===== src/rtl/toggle_rx_pkg.sv =====
// Shared constants for the toggle-line receiver: default widths, warm-up
// state encoding and the all-ones saturation constant.
package toggle_rx_pkg;

  localparam int DEF_CNT_W       = 8;
  localparam int DEF_SYNC_STAGES = 2;

  localparam logic [0:0] ST_WARM = 1'b0;
  localparam logic [0:0] ST_RUN  = 1'b1;

  // Wide all-ones value; users truncate it to their own accumulator width.
  localparam logic [31:0] CNT_MAX = 32'hFFFF_FFFF;

endpackage


===== src/rtl/toggle_rx_if.sv =====
// Count delivery slot. The producer raises cnt_valid with cnt_data/cnt_ovf
// stable until a cycle where cnt_ready is also high; that cycle is the transfer.
interface toggle_rx_if
  import toggle_rx_pkg::*;
#(
    parameter int CNT_W = DEF_CNT_W
);

    logic             cnt_valid;
    logic             cnt_ready;
    logic [CNT_W-1:0] cnt_data;
    logic             cnt_ovf;

    modport master(output cnt_valid, output cnt_data, output cnt_ovf, input cnt_ready);
    modport slave(input cnt_valid, input cnt_data, input cnt_ovf, output cnt_ready);

endinterface


===== src/rtl/toggle_rx_sync_chain.sv =====
// Plain multi-flop synchroniser for a single asynchronous bit; shared by
// several receivers.
module sync_chain #(
    parameter int STAGES = 2
) (
    input  logic clk,
    input  logic rst_n,
    input  logic d,
    output logic q
);

    logic [STAGES-1:0] ff;

    always_ff @(posedge clk or negedge rst_n) begin
        if (!rst_n) begin
            ff <= '0;
        end else begin
            ff <= {ff[STAGES-2:0], d};
        end
    end

    assign q = ff[STAGES-1];

endmodule


===== src/rtl/toggle_rx.sv =====
// Toggle-line event receiver: synchronise, edge-detect into one-cycle pulses,
// accumulate events and hand batches out through a valid/ready count slot.
module toggle_rx
  import toggle_rx_pkg::*;
#(
    parameter int SYNC_STAGES = DEF_SYNC_STAGES,
    parameter int CNT_W       = DEF_CNT_W
) (
    input  logic       clk,
    input  logic       rst_n,
    input  logic       en,
    input  logic       t_in,
    output logic       level,
    output logic       pulse,
    output logic [0:0] state,
    toggle_rx_if.master cnt
);

    localparam logic [CNT_W-1:0] ACC_MAX   = CNT_MAX[CNT_W-1:0];
    localparam logic [2:0]       WARM_LAST = 3'(SYNC_STAGES);

    logic             prev;
    logic [2:0]       warm_cnt;
    logic             armed;
    logic             ev;
    logic             slot_free;
    logic [CNT_W-1:0] acc;
    logic             sat;

    sync_chain #(.STAGES(SYNC_STAGES)) u_sync (
        .clk  (clk),
        .rst_n(rst_n),
        .d    (t_in),
        .q    (level)
    );

    // Warm-up masks the chain filling from zero, so a line already high at
    // reset release is not mistaken for an event.
    always_ff @(posedge clk or negedge rst_n) begin
        if (!rst_n) begin
            state    <= ST_WARM;
            warm_cnt <= '0;
        end else if (state == ST_WARM) begin
            if (warm_cnt == WARM_LAST) begin
                state <= ST_RUN;
            end else begin
                warm_cnt <= warm_cnt + 3'd1;
            end
        end
    end

    assign armed     = (state == ST_RUN);
    assign ev        = armed & en & (level ^ prev);
    assign slot_free = ~cnt.cnt_valid | cnt.cnt_ready;

    always_ff @(posedge clk or negedge rst_n) begin
        if (!rst_n) begin
            prev          <= 1'b0;
            pulse         <= 1'b0;
            acc           <= '0;
            sat           <= 1'b0;
            cnt.cnt_valid <= 1'b0;
            cnt.cnt_data  <= '0;
            cnt.cnt_ovf   <= 1'b0;
        end else begin
            prev  <= level;
            pulse <= ev;
            if (slot_free && (acc != '0)) begin
                // An event on the transfer edge opens the next batch.
                cnt.cnt_data  <= acc;
                cnt.cnt_ovf   <= sat;
                cnt.cnt_valid <= 1'b1;
                acc           <= ev ? CNT_W'(1) : '0;
                sat           <= 1'b0;
            end else begin
                if (slot_free) begin
                    cnt.cnt_valid <= 1'b0;
                end
                if (ev) begin
                    if (acc == ACC_MAX) begin
                        sat <= 1'b1;
                    end else begin
                        acc <= acc + CNT_W'(1);
                    end
                end
            end
        end
    end

endmodule


===== src/flat_wrapper.sv =====
// flat-port wrapper written by rule: the top's interface ports become plain ports
module toggle_rx_flat import toggle_rx_pkg::*;
#(
    parameter int SYNC_STAGES = DEF_SYNC_STAGES,
    parameter int CNT_W       = DEF_CNT_W
)
  (clk, rst_n, en, t_in, level, pulse, state, cnt_cnt_valid, cnt_cnt_data, cnt_cnt_ovf, cnt_cnt_ready);
  toggle_rx_if #(.CNT_W(CNT_W)) cnt_i ();
  input  logic clk;
  input  logic rst_n;
  input  logic en;
  input  logic t_in;
  output logic level;
  output logic pulse;
  output logic [0:0] state;
  output wire logic [$bits(cnt_i.cnt_valid)-1:0] cnt_cnt_valid;
  output wire logic [$bits(cnt_i.cnt_data)-1:0] cnt_cnt_data;
  output wire logic [$bits(cnt_i.cnt_ovf)-1:0] cnt_cnt_ovf;
  input wire logic [$bits(cnt_i.cnt_ready)-1:0] cnt_cnt_ready;
  assign cnt_cnt_valid = cnt_i.cnt_valid;
  assign cnt_cnt_data = cnt_i.cnt_data;
  assign cnt_cnt_ovf = cnt_i.cnt_ovf;
  assign cnt_i.cnt_ready = cnt_cnt_ready;
  toggle_rx #(.SYNC_STAGES(SYNC_STAGES), .CNT_W(CNT_W)) u_core (.clk(clk), .rst_n(rst_n), .en(en), .t_in(t_in), .level(level), .pulse(pulse), .state(state), .cnt(cnt_i));
endmodule

===== config.mk =====
export PLATFORM = sky130hd
export DESIGN_NAME = toggle_rx_flat
export DESIGN_NICKNAME = d
export VERILOG_FILES = /design/src/rtl/toggle_rx_pkg.sv /design/src/rtl/toggle_rx_if.sv /design/src/rtl/toggle_rx_sync_chain.sv /design/src/rtl/toggle_rx.sv /design/src/flat_wrapper.sv
export SDC_FILE = /design/constraint.sdc
export NUM_CORES = 1
export LEC_CHECK = 0
export ABC_AREA = 1
export CAP_MARGIN = 20
export CORE_MARGIN = 10
export CORE_UTILIZATION = 48
export CTS_CLUSTER_DIAMETER = 150
export DETAILED_ROUTE_END_ITERATION = 8
export PLACE_DENSITY = 0.74
export SETUP_SLACK_MARGIN = 0.05
export SYNTH_ARGS = -nofsm -noshare
export SYNTH_HDL_FRONTEND = slang
export SYNTH_HIERARCHICAL = 1
export SYNTH_SLANG_ARGS = --single-unit

===== constraint.sdc =====
create_clock -name clk -period 1.3 [get_ports clk]
set_input_delay 0.13 -clock clk [delete_from_list [all_inputs] [get_ports clk]]
set_output_delay 0.13 -clock clk [all_outputs]
set_load 0.02 [all_outputs]

==> reports/metrics.csv, run 1 <==
stage;metric;value;unit
yosys;ys_seq_area_share;51.1;%
timing;max_freq;743;MHz
power;clockPowerShare;13.9;%
critical_path;start_kind;flop;
floorplan;die-height;72.5;um
routing;wl_met1;1130;um
routing;drt-initial-drc-count;43;
yosys;synthCells;150;
power;finalPower;2.58;mW
yosys;synthArstFlopShare;100;%
floorplan;io_pins;18;
final_layout;design_area;0.00179;mm2
global_routing;grt_max_degree;28;
routing;top_layer_used;met4;
yosys;synth_edf_count;0;
yosys;synth_cell_types;19;
run;cap_viol_max_count;0;
timing;fin_ws;-0.0450;ns
routing;vias_per_cell;5.16;
final_layout;insertedDiodeCount;0;
power;p_int;1.62;mW
floorplan;dieArea;0.00525;mm2
critical_path;end_kind;flop;
clocking;cts_tree;yes;
final_layout;syn_to_final_growth;35.6;%
floorplan;start_util;51.9;%
global_routing;antenna_found_initial;0;
yosys;yosysMostFrequentCell;nand2_1;
critical_path;crit_arrival;1.62;ns
timing;hold_ws;0.176;ns
clocking;cts_sinks;27;
critical_path;endpoint;u_core/acc[1]$_DFFE_PN0P_;
placement;post-place-ws;-0.0182;ns
power;combPwrFrac;47.4;%
critical_path;r2r-end;u_core/acc[1]$_DFFE_PN0P_;
critical_path;crit_start;u_core/acc[0]$_DFFE_PN0P_;
placement;dp.cells;210;
critical_path;critPathKind;reg2reg;
placement;place_hpwl;2020;um
timing;rsz0062_at_grt;yes;
clocking;clockBufferDepth;2;
routing;via_count;1129;
routing;met3_length;142;um
timing;hold_viol;0;
power;max-vdd-ir-drop;1.58;mV
timing;fin_crit_sh;103;%
critical_path;required;1.57;ns
routing;drc;0;
clocking;clk_latency;0.32;ns
floorplan;rows;18;
yosys;synth_nets;159;
timing;finalSetupViolCount;12;
critical_path;regToRegStartpoint;u_core/acc[0]$_DFFE_PN0P_;
yosys;synth.top_cells.by_area;dfrtp_1 51%, nand2_1 11%, nand3_1 7.6%, o21ai_2 4.0%, ha_1 3.8%;
critical_path;ff2ff_setup_slack;-0.05;ns
clocking;cts_root_buffer;clkbuf_4;
power;seqPwrFrac;38.8;%
yosys;syn_area;0.00132;mm2
final_layout;fin_nets;199;
floorplan;core;0.00254;mm2
yosys;synth_top_area_cell;dfrtp_1;
timing;slew_headroom;77.3;%
clocking;hold_buffers;0;
yosys;synth_area_per_cell;8.81;um2
global_routing;grt_pass1_wl;4880;um
critical_path;reg2regPathDepth;9;
power;power_leakage;0.935;nW
clocking;cts-buffers-inserted;3;
yosys;synth_largest_type_area_fraction;51.1;%
routing;wl_per_cell;13.1;um
power;swShare;37.3;%
routing;totalWireLength;2870;um
yosys;yosys_warnings;6;
yosys;yosys_register_bits;27;
clocking;clk_pin_slew_worst_paths;0.14;ns
routing;met2_wirelength;1570;um
status;status;finished, violations left;
timing;drv_slew;0;
routing;ant_nets;0;
placement;portBuffers;17;
final_layout;final_cell_count_no_fill;219;
final_layout;drive_above_1_share;33.9;%
routing;firstDrtPassIters;5;
yosys;synth_ff_type;dfrtp_1;
placement;post_dp_cell_area;0.00165;mm2
timing;min_period;1.35;ns
global_routing;grt_pass1_vias;1152;
power;power.switching;0.963;mW
status;violations;negative setup slack;
placement;gp_congestion;0.776;
timing;max_slew.worst_pin.slew;0.341;ns
yosys;synth_commonest_cells;40 x nand2_1, 27 x dfrtp_1, 20 x nand3_1;
power;p_per_area;1440;mW/mm2
global_routing;gr-usage-all-layers;11.1;%
global_routing;gr-total-overflow;0;
critical_path;crit_fanout;15;
clocking;htreeDepth;1;
worst_hold_path;hp-class;in2async;
floorplan;die_x;72.5;um
timing;clock_skew;0.00433;ns
==> cell type report <==
class,count,area (um2)
fill,198,753
inverter,17,63.8
timing repair buffer,38,347
tap,30,37.5
sequential,27,676
clock buffer,4,26.3
multi-input combinational,103,642
==> sequential cells by signal (all words and copies together), names as in the netlist <==
register and count:
u_core/acc 8, u_core/cnt.cnt_data 8, u_core/cnt.cnt_ovf 1, u_core/cnt.cnt_valid 1
u_core/prev 1, u_core/pulse 1, u_core/sat 1, u_core/state 1
u_core/u_sync/ff 2, u_core/warm_cnt 3
==> routing by layer <==
metal  vias to the layer above  track usage, %
met1                       527            12.2
met4                         0            4.43
met5                         -               0
met3                         6            2.31
met2                        36            20.3
li1                        560               -
==> logic make-up after synthesis <==
family                   after synthesis  share of synthesized area [%]
XOR/XNOR                               4                           2.65
buffers and inverters                 20                           7.39
AO/OA/AOI/OAI                         14                           7.39
flip-flops                            27                           51.1
adder cells (fa/ha/maj)                4                           3.79
AND/OR/NAND/NOR                       81                           27.6
==> power groups by stage <==
stage,Combinational (mW),Sequential [mW],Clock (mW)
floorplan,0.536,1.08,0
global placement,1.03,1.00,0
detailed placement,1.05,1.01,0
CTS,1.10,0.996,0.377
global route,1.32,1.01,0.399
finish,1.22,1.00,0.359
==> through the flow <==
stage                     setup TNS (ns)  utilization, %
after global routing               -1.90            70.4
after detailed placement         -0.0511            64.7
after floorplan                        0               -
final                             -0.339            70.4
after CTS                         -0.175            67.8
after global placement                 0            64.7
==> layout by cell type (no fill, tap or decap), types with 6 or more instances in the layout <==
cell type and count:
buf_4 17, nand2_2 11, nand3_1 18, o21ai_2 6, nor2_1 9, dlygate4sd2_1 10, nand2_1 30, inv_2 8
dfrtp_1 27, inv_1 9
==> repair_timing <==
item	in CTS	in global routing
gates resized for setup	26	18
pin swaps	6	2
setup endpoints to repair	33	25
setup buffers	4	1
==> worst max-delay path: stages (launching register included) <==
cell,delay (ns)
dfrtp_1,0.43
inv_2,0.09
ha_4,0.14
nand2_2,0.05
nor2_2,0.10
nand2_2,0.08
nand2_4,0.11
buf_12,0.14
nand3_1,0.08
nand2_1,0.07
==> worst min-delay path by stage <==
stage,depth (start not counted),end,slack (ns)
finish,2,u_core/warm_cnt[1]$_DFFE_PN0P_,0.18
global route,2,u_core/u_sync/ff[0]$_DFF_PN0_,0.19
CTS,2,u_core/u_sync/ff[0]$_DFF_PN0_,0.17
detailed placement,0,u_core/u_sync/ff[1]$_DFF_PN0_,0.35
global placement,0,u_core/u_sync/ff[1]$_DFF_PN0_,0.34
floorplan,0,u_core/acc[0]$_DFFE_PN0P_,-0.17
No activity file was read; power rests on OpenSTA's default activity.
==> run 2: changes to the inputs <==
--- a/config.mk
+++ b/config.mk
@@ -8,7 +8,7 @@
 export ABC_AREA = 1
 export CAP_MARGIN = 20
 export CORE_MARGIN = 10
-export CORE_UTILIZATION = 48
+export CORE_UTILIZATION = 50
 export CTS_CLUSTER_DIAMETER = 150
 export DETAILED_ROUTE_END_ITERATION = 8
 export PLACE_DENSITY = 0.74
==> constraint.sdc (replaced) <==
create_clock -name clk -period 1.72 [get_ports clk]
set_input_delay 0.172 -clock clk [delete_from_list [all_inputs] [get_ports clk]]
set_output_delay 0.172 -clock clk [all_outputs]
set_load 0.02 [all_outputs]
==> reports/metrics.csv, run 2 (synthesis results as in run 1) <==
stage;metric;value;unit
critical_path;ff2ff_setup_slack;0.19;ns
floorplan;dieArea;0.00510;mm2
floorplan;die-height;71.4;um
clocking;cts_sinks;27;
routing;ant_nets;0;
critical_path;crit_arrival;1.40;ns
placement;post-place-ws;0.157;ns
status;status;finished clean;
final_layout;insertedDiodeCount;0;
clocking;clk_latency;0.34;ns
timing;drv_slew;0;
routing;firstDrtPassIters;4;
critical_path;cpMaxStageDelayCell;clkdlybuf4s50_1;
power;power_leakage;0.770;nW
floorplan;rows;18;
routing;met3_length;99;um
critical_path;crit_fanout;5;
worst_hold_path;hp-class;in2async;
run;cap_viol_max_count;0;
critical_path;crit_buf_inv;1;
routing;top_layer_used;met4;
routing;wl_per_cell;12.5;um
placement;place_hpwl;1790;um
placement;gp_congestion;0.839;
power;p_int;0.981;mW
power;clockPowerShare;17.9;%
clocking;cts-buffers-inserted;3;
final_layout;drive_above_1_share;13.6;%
timing;hold_ws;0.180;ns
global_routing;antenna_found_initial;0;
floorplan;io_pins;18;
power;combPwrFrac;35.0;%
critical_path;path_cells;clkdlybuf4s50_1;
clocking;clockBufferDepth;2;
power;power.switching;0.620;mW
routing;met2_wirelength;1220;um
critical_path;critPathKind;reg2out;
global_routing;grt_pass1_wl;4280;um
power;p_per_area;1040;mW/mm2
placement;dp.cells;195;
timing;min_period;1.57;ns
critical_path;start_kind;flop;
critical_path;path_delay_family;buffers and inverters;
global_routing;gr-usage-all-layers;10.2;%
critical_path;critPathMaxStageDelay;0.63;ns
global_routing;gr-total-overflow;0;
routing;wl_met1;1110;um
routing;via_count;998;
floorplan;core;0.00250;mm2
critical_path;required;1.55;ns
critical_path;end_kind;output port;
final_layout;utilization;61.5;%
clocking;cts_root_buffer;clkbuf_4;
power;seqPwrFrac;47.1;%
critical_path;regToRegStartpoint;u_core/acc[0]$_DFFE_PN0P_;
timing;hold_viol;0;
power;swShare;38.7;%
timing;clock_skew;0.00205;ns
clocking;htreeDepth;1;
timing;finalSetupViolCount;0;
timing;slew_headroom;75.2;%
final_layout;top_regs;u_core/acc x8, u_core/cnt.cnt_data x8, u_core/warm_cnt x3;
final_layout;mostFrequentLayoutCell;nand2_1;
critical_path;reg2regPathDepth;8;
floorplan;die_x;71.4;um
final_layout;syn_to_final_growth;16.4;%
clocking;cts_tree;yes;
power;max-vdd-ir-drop;0.894;mV
final_layout;design_area;0.00154;mm2
routing;drt-initial-drc-count;38;
timing;max_slew.worst_pin.slew;0.371;ns
placement;post_dp_cell_area;0.00150;mm2
critical_path;r2r-end;u_core/acc[5]$_DFFE_PN0P_;
clocking;clk_pin_slew_worst_paths;0.14;ns
global_routing;grt_pass1_vias;981;
timing;fin_crit_sh;91.6;%
final_layout;final_cell_mix;40 x nand2_1, 27 x dfrtp_1, 20 x nand3_1;
timing;rsz0062_at_grt;no;
timing;setup_tns;0;ns
final_layout;fin_nets;179;
routing;drc;0;
timing;max_freq;635;MHz
clocking;postCtsSetupBuffers;0;
floorplan;start_util;52.9;%
routing;vias_per_cell;5.02;
power;finalPower;1.60;mW
timing;fin_ws;0.145;ns
global_routing;grt_max_degree;35;
final_layout;final_cell_count_no_fill;199;
routing;totalWireLength;2500;um
placement;portBuffers;17;
run 2: changes by cell type in the layout (fill, tap and decap cells not counted), sizes merged:
cell | previous run | this run
buf | 21 | 1
clkdlybuf4s50 | 4 | 17
dlygate4sd2 | 10 | 0
clkdlybuf4s15 | 2 | 0
clkbuf | 5 | 4
run 2: area by class of cell:
type | instances | area, um2
sequential | 27 | 676
inverter | 17 | 63.8
timing repair buffer | 18 | 178
tap | 30 | 37.5
multi-input combinational | 103 | 557
fill | 232 | 962
clock buffer | 4 | 26.3
run 2: what timing repair did:
action | in CTS | in global routing
resized for setup | 0 | 1
setup endpoints to repair | 0 | 11
hold buffers | 0 | 0
run 2: per-layer routing:
| layer | track usage, % | vias to the layer above |
|---|---|---|
| met5 | 0 | - |
| met4 | 6.45 | 0 |
| met1 | 10.7 | 467 |
| met2 | 18.0 | 12 |
| li1 | - | 514 |
| met3 | 2.34 | 5 |
run 2: how the worst max path moves through the flow:
stage | startpoint | to | slack [ns] | depth (start not counted)
after detailed placement | u_core/acc[0]$_DFFE_PN0P_ | u_core/acc[5]$_DFFE_PN0P_ | 0.16 | 8
after floorplan | u_core/acc[0]$_DFFE_PN0P_ | u_core/acc[5]$_DFFE_PN0P_ | 0.43 | 9
after CTS | u_core/u_sync/ff[1]$_DFF_PN0_ | level | 0.12 | 1
final | u_core/u_sync/ff[1]$_DFF_PN0_ | level | 0.15 | 1
after global placement | u_core/acc[0]$_DFFE_PN0P_ | u_core/acc[7]$_DFFE_PN0P_ | 0.21 | 8
after global routing | u_core/acc[0]$_DFFE_PN0P_ | u_core/acc[2]$_DFFE_PN0P_ | 0.08 | 8
run 2: power groups by stage:
stage	logic (mW)	clock network, mW	registers (mW)
after floorplan	0.405	0	0.810
after global placement	0.530	0	0.761
after detailed placement	0.541	0	0.766
after CTS	0.542	0.303	0.753
after global routing	0.618	0.320	0.763
final	0.560	0.287	0.754
